<file path="config.mk">
export PLATFORM = sky130hd
export DESIGN_NAME = ppi_strobed_nport
export DESIGN_NICKNAME = d
export VERILOG_FILES = /design/src/rtl/ppi_strobed_nport.sv
export SDC_FILE = /design/constraint.sdc
export NUM_CORES = 1
export LEC_CHECK = 0
export ABC_AREA = 1
export ABC_CLOCK_PERIOD_IN_PS = 1450
export CORE_MARGIN = 5
export CORE_UTILIZATION = 45
export CTS_BUF_LIST = sky130_fd_sc_hd__clkbuf_4 sky130_fd_sc_hd__clkbuf_8
export DETAILED_ROUTE_END_ITERATION = 7
export PLACE_DENSITY = 0.82
export SETUP_SLACK_MARGIN = 0.1
export SYNTH_ARGS = -nofsm -noshare
export SYNTH_HDL_FRONTEND = slang
export SYNTH_SLANG_ARGS = --single-unit
</file>
<file path="constraint.sdc">
create_clock -name clk -period 1.45 [get_ports clk]
set_clock_uncertainty 0.05 [all_clocks]
set_input_delay 0.145 -clock clk [delete_from_list [all_inputs] [get_ports clk]]
set_output_delay 0.145 -clock clk [all_outputs]
set_load 0.02 [all_outputs]
</file>
<file path="src/rtl/ppi_strobed_nport.sv">
// Clocked programmable peripheral interface: NPORTS ports of PORT_W bits, each configurable as
// basic or strobed input/output with a per-port interrupt; pins use split in/out/oe buses.
module ppi_strobed_nport #(
  parameter int PORT_W = 8,
  parameter int NPORTS = 2,
  parameter int AW     = $clog2(2*NPORTS+1)
) (
  input  logic                     clk,
  input  logic                     reset_n,
  input  logic                     cs_n,
  input  logic                     rd_n,
  input  logic                     wr_n,
  input  logic [AW-1:0]            addr,
  input  logic [PORT_W-1:0]        din,
  output logic [PORT_W-1:0]        dout,
  output logic                     dout_en,
  input  logic [NPORTS*PORT_W-1:0] pin_in,
  output logic [NPORTS*PORT_W-1:0] pin_out,
  output logic [NPORTS*PORT_W-1:0] pin_oe,
  input  logic [NPORTS-1:0]        stb_n,
  input  logic [NPORTS-1:0]        ack_n,
  output logic [NPORTS-1:0]        ibf,
  output logic [NPORTS-1:0]        obf_n,
  output logic [NPORTS-1:0]        intr
);

  localparam logic [AW-1:0] STATUS_ADDR = AW'(2*NPORTS);

  // Host protocol: an access is a level (cs_n=0 with exactly one of rd_n/wr_n low); its side
  // effects fire once on the first clk of that level, and read data follows one clk later.
  logic w_wr_lvl, w_rd_lvl, r_wr_lvl, r_rd_lvl, w_wr_edge, w_rd_edge, w_st_rd;

  logic [NPORTS-1:0][2:0]        r_cfg;   // {inte, mode, dir}
  logic [NPORTS-1:0][PORT_W-1:0] r_data;
  logic [NPORTS-1:0]             r_ibf, r_obf_n, r_intr, r_ovr;
  logic [NPORTS-1:0]             r_stb_s1, r_stb_s2, r_stb_s3;
  logic [NPORTS-1:0]             r_ack_s1, r_ack_s2, r_ack_s3;
  logic [PORT_W-1:0]             r_dout;
  logic                          r_dout_en;

  logic [NPORTS-1:0] w_dat_wr, w_cfg_wr, w_dat_rd;
  logic [NPORTS-1:0] w_stb_fall, w_ack_fall, w_ack_rise;
  logic [NPORTS-1:0] w_latch, w_ibf_nxt, w_ovr_set;
  logic [PORT_W-1:0] w_status, w_rd_data;

  assign w_wr_lvl  = ~cs_n & ~wr_n & rd_n;
  assign w_rd_lvl  = ~cs_n & ~rd_n & wr_n;
  assign w_wr_edge = w_wr_lvl & ~r_wr_lvl;
  assign w_rd_edge = w_rd_lvl & ~r_rd_lvl;
  assign w_st_rd   = w_rd_edge & (addr == STATUS_ADDR);

  assign w_stb_fall = r_stb_s3 & ~r_stb_s2;
  assign w_ack_fall = r_ack_s3 & ~r_ack_s2;
  assign w_ack_rise = ~r_ack_s3 & r_ack_s2;

  always_comb begin
    w_dat_wr = '0;
    w_cfg_wr = '0;
    w_dat_rd = '0;
    for (int p = 0; p < NPORTS; p++) begin
      w_dat_wr[p] = w_wr_edge & (addr == AW'(p)) & ~r_cfg[p][0];
      w_cfg_wr[p] = w_wr_edge & (addr == AW'(NPORTS + p));
      w_dat_rd[p] = w_rd_edge & (addr == AW'(p));
    end
  end

  // Strobed-input buffer decisions; a host read in the same clk frees the buffer for new data.
  always_comb begin
    w_latch   = '0;
    w_ibf_nxt = r_ibf;
    w_ovr_set = '0;
    for (int p = 0; p < NPORTS; p++) begin
      if (r_cfg[p][0] && r_cfg[p][1]) begin
        if (w_stb_fall[p]) begin
          if (w_dat_rd[p] || !r_ibf[p]) begin
            w_latch[p]   = 1'b1;
            w_ibf_nxt[p] = 1'b1;
          end else begin
            w_ovr_set[p] = 1'b1;
          end
        end else if (w_dat_rd[p]) begin
          w_ibf_nxt[p] = 1'b0;
        end
      end
      if (!r_cfg[p][0] && r_cfg[p][1] && w_dat_wr[p] && !r_obf_n[p])
        w_ovr_set[p] = 1'b1;
    end
  end

  always_comb begin
    w_status = '0;
    for (int p = 0; p < NPORTS; p++)
      w_status[4*p +: 4] = {r_ovr[p], r_intr[p], r_cfg[p][2],
                            r_cfg[p][0] ? r_ibf[p] : ~r_obf_n[p]};
  end

  always_comb begin
    w_rd_data = '0;
    for (int p = 0; p < NPORTS; p++) begin
      if (addr == AW'(p))          w_rd_data = r_data[p];
      if (addr == AW'(NPORTS + p)) w_rd_data = PORT_W'(r_cfg[p]);
    end
    if (addr == STATUS_ADDR) w_rd_data = w_status;
  end

  always_ff @(posedge clk or negedge reset_n) begin
    if (!reset_n) begin
      r_wr_lvl  <= 1'b0;
      r_rd_lvl  <= 1'b0;
      r_dout    <= '0;
      r_dout_en <= 1'b0;
      r_stb_s1  <= '1;
      r_stb_s2  <= '1;
      r_stb_s3  <= '1;
      r_ack_s1  <= '1;
      r_ack_s2  <= '1;
      r_ack_s3  <= '1;
    end else begin
      r_wr_lvl  <= w_wr_lvl;
      r_rd_lvl  <= w_rd_lvl;
      r_dout_en <= w_rd_lvl;
      if (w_rd_lvl) r_dout <= w_rd_data;
      r_stb_s1  <= stb_n;
      r_stb_s2  <= r_stb_s1;
      r_stb_s3  <= r_stb_s2;
      r_ack_s1  <= ack_n;
      r_ack_s2  <= r_ack_s1;
      r_ack_s3  <= r_ack_s2;
    end
  end

  always_ff @(posedge clk or negedge reset_n) begin
    if (!reset_n) begin
      r_cfg   <= {NPORTS{3'b001}};
      r_data  <= '0;
      r_ibf   <= '0;
      r_obf_n <= '1;
      r_intr  <= '0;
      r_ovr   <= '0;
    end else begin
      if (w_st_rd) r_ovr <= '0;
      for (int p = 0; p < NPORTS; p++) begin
        if (w_cfg_wr[p]) begin
          r_cfg[p]   <= din[2:0];
          r_data[p]  <= '0;
          r_ibf[p]   <= 1'b0;
          r_intr[p]  <= 1'b0;
          r_ovr[p]   <= 1'b0;
          r_obf_n[p] <= 1'b1;
        end else if (r_cfg[p][0]) begin
          r_obf_n[p] <= 1'b1;
          if (!r_cfg[p][1]) begin
            r_data[p] <= pin_in[p*PORT_W +: PORT_W];
            r_ibf[p]  <= 1'b0;
            r_intr[p] <= 1'b0;
          end else begin
            if (w_latch[p]) r_data[p] <= pin_in[p*PORT_W +: PORT_W];
            r_ibf[p]  <= w_ibf_nxt[p];
            r_intr[p] <= r_cfg[p][2] & w_ibf_nxt[p];
            if (w_ovr_set[p]) r_ovr[p] <= 1'b1;
          end
        end else begin
          r_ibf[p] <= 1'b0;
          if (!r_cfg[p][1]) begin
            if (w_dat_wr[p]) r_data[p] <= din;
            r_intr[p]  <= 1'b0;
            r_obf_n[p] <= 1'b1;
          end else if (w_dat_wr[p]) begin
            // A host write takes priority over a coincident acknowledge.
            r_data[p]  <= din;
            r_obf_n[p] <= 1'b0;
            r_intr[p]  <= 1'b0;
            if (w_ovr_set[p]) r_ovr[p] <= 1'b1;
          end else begin
            if (w_ack_fall[p]) r_obf_n[p] <= 1'b1;
            if (w_ack_rise[p] && r_obf_n[p] && r_cfg[p][2]) r_intr[p] <= 1'b1;
          end
        end
      end
    end
  end

  always_comb begin
    pin_out = '0;
    pin_oe  = '0;
    for (int p = 0; p < NPORTS; p++) begin
      pin_out[p*PORT_W +: PORT_W] = r_cfg[p][0] ? '0 : r_data[p];
      pin_oe[p*PORT_W +: PORT_W]  = {PORT_W{~r_cfg[p][0]}};
    end
  end

  assign dout    = r_dout;
  assign dout_en = r_dout_en;
  assign ibf     = r_ibf;
  assign obf_n   = r_obf_n;
  assign intr    = r_intr;

endmodule
</file>
Yosys cells after proc, flatten, opt, wreduce, memory -nomap -nowiden
Cells that the tools add are included.
{"block": "classes", "add_sub_neg": 0, "n_mul": 0, "div": 0, "magnitude_cmp": 0, "n_eq_ne": 10, "n_shift": 0, "mux": 82, "n_bitwise": 32, "n_reduce_logical": 25}
{"operator": "$mux W8", "count": 17}
{"operator": "$mux W1", "count": 64}
{"operator": "$ne A5 B2 Y1 const B", "count": 4}
{"operator": "$and A1 B1 Y1", "count": 17}
{"operator": "$logic_and A1 B1 Y1", "count": 12}
{"operator": "$not A1 Y1", "count": 9}
{"operator": "$ne A4 B2 Y1 const B", "count": 2}
{"operator": "$and A2 B2 Y2", "count": 3}
{"operator": "$eq A3 B2 Y1 const B", "count": 2}
{"operator": "$logic_not A1 Y1", "count": 6}
{"operator": "$not A2 Y2", "count": 3}
{"operator": "$reduce_bool A3 Y1", "count": 2}
{"operator": "$reduce_and A2 Y1", "count": 2}
{"operator": "$eq A3 B1 Y1 const B", "count": 1}
{"operator": "$eq A3 B3 Y1 const B", "count": 1}
{"operator": "$logic_not A3 Y1", "count": 1}
{"operator": "$logic_or A1 B1 Y1", "count": 2}
{"operator": "$mux W2", "count": 1}
{"block": "totals", "reg_bits": 52, "latchBits": 0, "ramBits": 0, "romBits": 0, "in_bits": 36, "output_inout_bits": 47, "elab_cells": 168, "mem_count": 0}

Depth between registers and ports, before layout
Gate-level depths: netlist (run 1).
{"block": "logic_depth", "ltp_word": 15, "depth_mapped": 9, "depth_no_buf": 9}

Worst setup path before layout (run 1)
No wires, ideal clock.
{"block": "synth_path", "path_type": "register -> register", "startpoint": "reg r_cfg[0] in the netlist's numbering", "endpoint": "reg r_dout[0] (netlist: dout[0])", "arrival_ns": 1.288, "required_ns": 1.277, "setup_slack_ns": -0.011, "stages_incl_launch_ff": 8, "synth_period_minus_slack_ns": 1.461, "cell_sequence": "dfstp_2 buf_2 inv_1 o22ai_1 nor2_1 nand2_1 o21ai_0 nand2_1"}
{"block": "synth_via", "elab_chain_len": 4}
{"item": "start: declaration", "line": "33", "rtl": "logic [NPORTS-1:0][2:0] r_cfg;"}
{"item": "start signal: assignment", "line": "134", "rtl": "r_cfg <= {NPORTS{3'b001}};"}
{"item": "start signal: indexed assignment", "line": "144", "rtl": "r_cfg[p] <= din[2:0];"}
{"item": "$mux W8", "line": "101", "rtl": "if (addr == AW'(NPORTS + p)) w_rd_data = PORT_W'(r_cfg[p]);"}
{"item": "$mux W8", "line": "100", "rtl": "if (addr == AW'(p)) w_rd_data = r_data[p];"}
{"item": "$mux W8", "line": "101"}
{"item": "$mux W8 (*)", "line": "103", "rtl": "if (addr == STATUS_ADDR) w_rd_data = w_status;"}
{"item": "end signal: assignment", "line": "122", "rtl": "if (w_rd_lvl) r_dout <= w_rd_data;"}
{"item": "end: declaration", "line": "38", "rtl": "logic [PORT_W-1:0] r_dout;"}
Every way passes the cells marked *; elsewhere a longest branch is shown, timed or not.
A chain may end at the register's enable or synchronous reset.

Worst setup path after layout (run 1)
{"block": "layout_path", "startpoint": "reg r_cfg[3] in the netlist's numbering", "endpoint": "reg r_data[9] in the netlist's numbering"}
{"block": "layout_via", "elab_chain_len": 4}
{"item": "$logic_and A1 B1 Y1 or $not A1 Y1 (tied branches)", "line": "73, 61"}
{"item": "$mux W1 or $and A1 B1 Y1 (tied branches)", "line": "73, 61"}
{"item": "$ne A4 B2 Y1 (no line) or $reduce_bool A3 Y1 (tied branches)"}
{"item": "$reduce_and A2 Y1 (no line)"}
{"item": "end signal: indexed assignment", "line": "153", "rtl": "r_data[p] <= pin_in[p*PORT_W +: PORT_W];"}
{"item": "end signal: indexed assignment", "line": "157", "rtl": "if (w_latch[p]) r_data[p] <= pin_in[p*PORT_W +: PORT_W];"}
{"item": "end signal: indexed assignment", "line": "165", "rtl": "if (w_dat_wr[p]) r_data[p] <= din;"}
{"item": "end: declaration", "line": "34", "rtl": "logic [NPORTS-1:0][PORT_W-1:0] r_data;"}
Parallel ways exist; a longest one is shown, timed or not.

==> impl_metrics.yaml, run 1 <==
sta:
  maxSlewHeadroom_pct: 69.5
  hold_viol: 0
  worst_pin_slew_ps: 453
  rsz0062_at_grt: "true"
  setup_viol: 51
  holdWs_ps: 159
  fin_crit_ps: 1660
  drv_slew: 0
  layout_worst_path_cycle_share_pct: 114
  worst_slack_ps: -205
  max_freq_ghz: 0.604
pwr:
  p_leak_nw: 2.26
  power_density_nw_per_um2: 1470
  ir_drop_uv: 759
final_layout:
  layout.nets: 528
  stdcell_area_um2: 4700
  final_cell_mix: "nand2_1, inv_1, buf_6, buf_4, dfrtp_1"
  areaGrowthSynthToFinish_pct: 61.0
  layout_commonest_cell: "nand2_1"
  n_antenna_cell: 0
  drive_gt1_share_pct: 40.8
  fillerInstances: 416
  multiInputGateArea_um2: 1540
  fin_util_pct: 74.5
  ff_latch_area_um2: 1320
critical_path:
  critical-path-top-delay-family: "flip-flops"
  cp-end-kind: "flop"
  cpPeakStageDelay_ps: 620
  cp_max_fo: 4
  cp.required_ps: 1650
  r2r_cells: 7
  critPathSlowestCell: "dfstp_2"
  crit_cells: 7
  start_kind: "flop"
  cp_num_buf_inv: 3
  path_cells: "buf_12 > buf_6 > nor2_4 > buf_12 > nor2_4 > nand4_1 > nand2_1"
  crit_arrival_ps: 1860
  critPathKind: "flop to flop"
grt:
  grtUsageTotal_pct: 23.0
  grt.overflow.total: 0
  grt_pass1_vias: 3159
  grt_antenna_before_repair: 0
  grt_pass1_wl_um: 15500
  grt_max_degree: 30
yosys:
  netlist_instances: 363
  yosys_warnings: 0
  syn_area_um2: 2920
  syn_avg_cell_area_um2: 8.04
  synth_fp_nets: 399
  synth_edf_count: 0
  yosys_most_used_dff: "dfrtp_1"
  synth-async-reset-ratio_pct: 100
  synth_cell_types: 31
  yosysSeqAreaShare_pct: 45.2
  ys_seq_elements: 52
route:
  drt-total-wl_um: 10900
  drt-initial-drc-count: 395
  viasPerCell: 5.69
  wl_met1_um: 3940
  dr.pass1.iters: 5
  top_layer_used: "met4"
  drc_errors: 0
  dr_wl_met3_um: 1010
  wl_met2_um: 5300
  vias: 3242
  ant_nets: 0
  wl_per_cell_um: 19.1
placement:
  portBuffers: 82
  post-place-ws_ps: -364
  gp_congestion: 0.916
  place_area_um2: 4050
  place_hpwl_um: 6330
floorplan:
  dieArea_um2: 8200
  row_count: 29
  fp.dieH_um: 90.6
  initial_core_util_pct: 46.3
  core_area_um2: 6310
  pin_count: 83
  die_x_um: 90.6
min_path:
  hold_class: "input pin to flop"
  worstHoldPathCells: 2
cts:
  clock_latency_ps: 310
  cts_tree: "yes"
  root_buffer: "clkbuf_8"
  clock_tree.buffer_depth: 2
  cts.reportedPaths.clkPinSlew_ps: 100
  numClockSinks: 52
  cts_made_buffers: 5
  htreeDepth: 2
status:
  outcome: "finished, violations left"
  violations: "negative setup slack"
run:
  maxCapViolations: 0
-- power by group --
part           internal (W)  switching (W)  total (W)
sequential          0.00186       0.000324    0.00219
combinational       0.00164        0.00215    0.00379
clock              0.000429       0.000490   0.000918
total               0.00393        0.00296    0.00689
-- cell families (layout without fill, tap and decap cells) --
kind of cell,Yosys count,count (layout),share of synthesized area [%]
buffers and inverters,82,211,12.9
and+or+nand+nor,171,172,30.1
DFF,52,52,45.2
AOI/OAI and AO/OA,58,58,11.8
-- path summary, 6_finish.rpt --
kind	start	endpoint	slack, ps
setup / recovery	r_cfg[3]	r_data[9]	-210
hold / removal	wr_n	r_wr_lvl	160
setup reg to reg	r_cfg[3]	r_data[9]	-210
hold reg to reg	r_stb_s1[0]	r_stb_s2[0]	310
max in group asynchronous	reset_n	r_stb_s1[1]	690
min in group asynchronous	reset_n	intr[1]	320
-- flip-flops by register name (all words and copies together), names as in the netlist --
| signal | count |
|---|---|
| r_wr_lvl | 1 |
| dout_en | 1 |
| ibf | 2 |
| obf_n | 2 |
| r_ack_s3 | 2 |
| r_stb_s2 | 2 |
| r_data | 16 |
| r_stb_s3 | 2 |
| r_ack_s2 | 2 |
| dout | 8 |
| r_stb_s1 | 2 |
| r_cfg | 6 |
| r_ovr | 2 |
| intr | 2 |
| r_ack_s1 | 2 |
-- area by class of cell --
cell class,count,area share (%)
Sequential cell,52,28.1
Timing Repair Buffer,145,29.8
Inverter,58,5.06
Clock buffer,8,2.08
Tap cell,77,2.05
Multi-Input combinational cell,230,32.8
-- what timing repair did --
action	in CTS	in global routing
endpoints found under the hold margin	36	0
endpoints found under the setup margin	78	62
gates resized for setup	219	77
cloned	2	0
pin swaps	20	19
setup buffers	15	4
hold buffers	1	0
-- cell usage after synthesis, types with 4 or more instances --
| cell type | count | share of area, % |
|---|---|---|
| a21oi_1 | 9 | 1.5 |
| buf_4 | 15 | 3.9 |
| clkbuf_1 | 4 | 0.51 |
| dfrtp_1 | 36 | 31 |
| dfstp_2 | 16 | 14 |
| inv_1 | 54 | 6.9 |
| inv_2 | 4 | 0.51 |
| nand2_1 | 69 | 8.9 |
| nand2_4 | 4 | 1.5 |
| nand3_1 | 27 | 4.6 |
| nand4_1 | 22 | 4.7 |
| nor2_1 | 35 | 4.5 |
| nor2_4 | 6 | 2.3 |
| o21ai_0 | 29 | 5.0 |
| o22ai_1 | 8 | 1.7 |
-- per-layer routing --
layer  vias to the layer above  GRT usage, %
met1                      1532          29.1
met5                         -             0
met2                       218          38.9
met4                         0          8.31
li1                       1437             -
met3                        55          4.50
-- per-stage QoR --
stage,power (W),instances,TNS [ps]
after detailed placement,0.00504,541,-12310
after CTS,0.00625,566,-2460
after floorplan,0.00382,363,0
final,0.00689,570,-3830
after global placement,0.00496,541,-10700
after global routing,0.00723,570,-5980
Power figures use the tool's default switching activity.
==> inputs of run 2 (changes only) <==
--- a/config.mk
+++ b/config.mk
@@ -7,7 +7,6 @@
 export LEC_CHECK = 0
 export ABC_AREA = 1
 export ABC_CLOCK_PERIOD_IN_PS = 1450
-export CORE_MARGIN = 5
 export CORE_UTILIZATION = 45
 export CTS_BUF_LIST = sky130_fd_sc_hd__clkbuf_4 sky130_fd_sc_hd__clkbuf_8
 export DETAILED_ROUTE_END_ITERATION = 7
==> impl_metrics.yaml, run 2 (synthesis gave the netlist of run 1 again) <==
route:
  dr.pass1.iters: 4
  drt-total-wl_um: 9790
  drt-initial-drc-count: 297
  ant_nets: 0
  vias: 3144
  drc_errors: 0
  viasPerCell: 5.62
  wl_per_cell_um: 17.5
floorplan:
  row_count: 28
  fp.dieH_um: 82.6
  initial_core_util_pct: 47.9
  pin_count: 83
  die_x_um: 82.6
  core_area_um2: 6100
  dieArea_um2: 6820
sta:
  worst_slack_ps: -197
  worst_pin_slew_ps: 361
  layout_worst_path_cycle_share_pct: 114
  fin_tns_setup_ps: -5690
  maxSlewHeadroom_pct: 75.9
  rsz0062_at_grt: "true"
  hold_viol: 0
  setup_viol: 55
  max_freq_ghz: 0.607
  drv_slew: 0
  fin_crit_ps: 1650
cts:
  numClockSinks: 52
  clock_latency_ps: 320
  clock_tree.buffer_depth: 2
  cts_tree: "yes"
  root_buffer: "clkbuf_8"
  cts_made_buffers: 5
  cts.reportedPaths.clkPinSlew_ps: 90
  htreeDepth: 2
grt:
  grt.overflow.total: 0
  grt_pass1_vias: 2836
  grtUsageTotal_pct: 26.3
  grt_antenna_before_repair: 0
  grt_max_degree: 53
  grt_pass1_wl_um: 13300
placement:
  place_hpwl_um: 5980
  gp_congestion: 0.872
  place_area_um2: 4040
  portBuffers: 82
final_layout:
  largest_reg_flops: 16
  ff_latch_area_um2: 1320
  multiInputGateArea_um2: 1550
  layout_commonest_cell: "nand2_1"
  fillerInstances: 404
  drive_gt1_share_pct: 38.8
  fin_util_pct: 76.1
  layout.nets: 519
  top_register: "r_data"
  areaGrowthSynthToFinish_pct: 59.0
  n_antenna_cell: 0
  final_cell_mix: "nand2_1, inv_1, buf_6, dfrtp_1, buf_4"
  stdcell_area_um2: 4640
critical_path:
  cpMostUsedCell: "buf_12"
  critPathKind: "flop to flop"
  crit_arrival_ps: 1790
  start_kind: "flop"
  cp_max_fo: 8
  cpPeakStageDelay_ps: 630
  cp-end-kind: "flop"
  path_cells: "buf_12 > nand2_8 > inv_8 > o211ai_4 > buf_12 > nand4_1 > nand2_1"
  cp.required_ps: 1590
  critPathSlowestCell: "dfstp_2"
status:
  outcome: "finished, violations left"
  violations: "negative setup slack"
pwr:
  ir_drop_uv: 879
  power_density_nw_per_um2: 1460
  p_leak_nw: 2.24
run:
  maxCapViolations: 0
min_path:
  hold_class: "input pin to flop"
==> run 2: cell count changes in the layout (fill, tap and decap cells not counted), moves of 3 or more <==
cell             previous run  this run
nand2_1                    62        65
dlymetal6s2s_1              0         3
o21ai_0                    25        21
inv_2                       7         4
o21ai_1                     4         7
buf_4                      38        32
inv_1                      46        50
nand3_2                     9        13
nand3_1                    17        13
clkdlybuf4s15_2             3         0
buf_2                      11         8
nand2_2                     5         2
==> run 2: path summary, 6_finish.rpt <==
kind	to	start	cells after the start	slack [ps]
worst max-delay path	r_data[9]	r_cfg[3]	7	-200
worst min-delay path	r_wr_lvl	wr_n	3	150
worst max register to register	r_data[9]	r_cfg[3]	7	-200
worst min register to register	r_stb_s2[1]	r_stb_s1[1]	0	300
max in group asynchronous	r_stb_s1[1]	reset_n	3	760
min in group asynchronous	r_data[1]	reset_n	3	290
==> run 2: critical path, delay by kind of cell, from the launching register on <==
kind	cells	cell delay (ps)
AO/OA/AOI/OAI	1	120
buffers and inverters	3	420
flip-flops	1	630
AND/OR/NAND/NOR	3	290
==> run 2: layer usage <==
metal  up-vias  GRT usage, %  part of all wire (%)
met5         -             0                     0
met4         0          10.2                   2.7
met3        27          6.15                   8.2
met2       193          46.2                    52
met1      1507          30.9                    37
li1       1417             -                     -
==> run 2: what timing repair did <==
action	in CTS	in global routing
endpoints found under the hold margin	36	0
hold buffers	1	0
resized for setup	203	102
cloned	2	2
setup buffers	7	7
endpoints found under the setup margin	78	67
pin swaps	12	38
==> run 2: power by group <==
part / leakage (nW) / total, W / switching [W] / internal, W
combinational: 1.58 / 0.00371 / 0.00211 / 0.00160
clock: 0.0491 / 0.000851 / 0.000474 / 0.000378
sequential: 0.615 / 0.00221 / 0.000349 / 0.00186
==> run 2: layout make-up <==
cell class | instances | area share, %
multi-input combinational | 230 | 33.5
timing repair buffer | 134 | 28.7
sequential | 52 | 28.5
inverter | 58 | 5.07
tap | 75 | 2.02
clock buffer | 7 | 1.81
timing repair inverter | 2 | 0.323
clock inverter | 1 | 0.108
==> run 2: metrics by stage <==
stage / hold WS (ps) / cells / total power (W) / setup WS [ps]
after floorplan: -201 / 363 / 0.00382 / 83.3
after global placement: 102 / 533 / 0.00497 / -298
after detailed placement: 105 / 533 / 0.00505 / -360
after CTS: 166 / 551 / 0.00597 / -123
after global routing: 150 / 559 / 0.00710 / -233
final: 154 / 559 / 0.00678 / -197
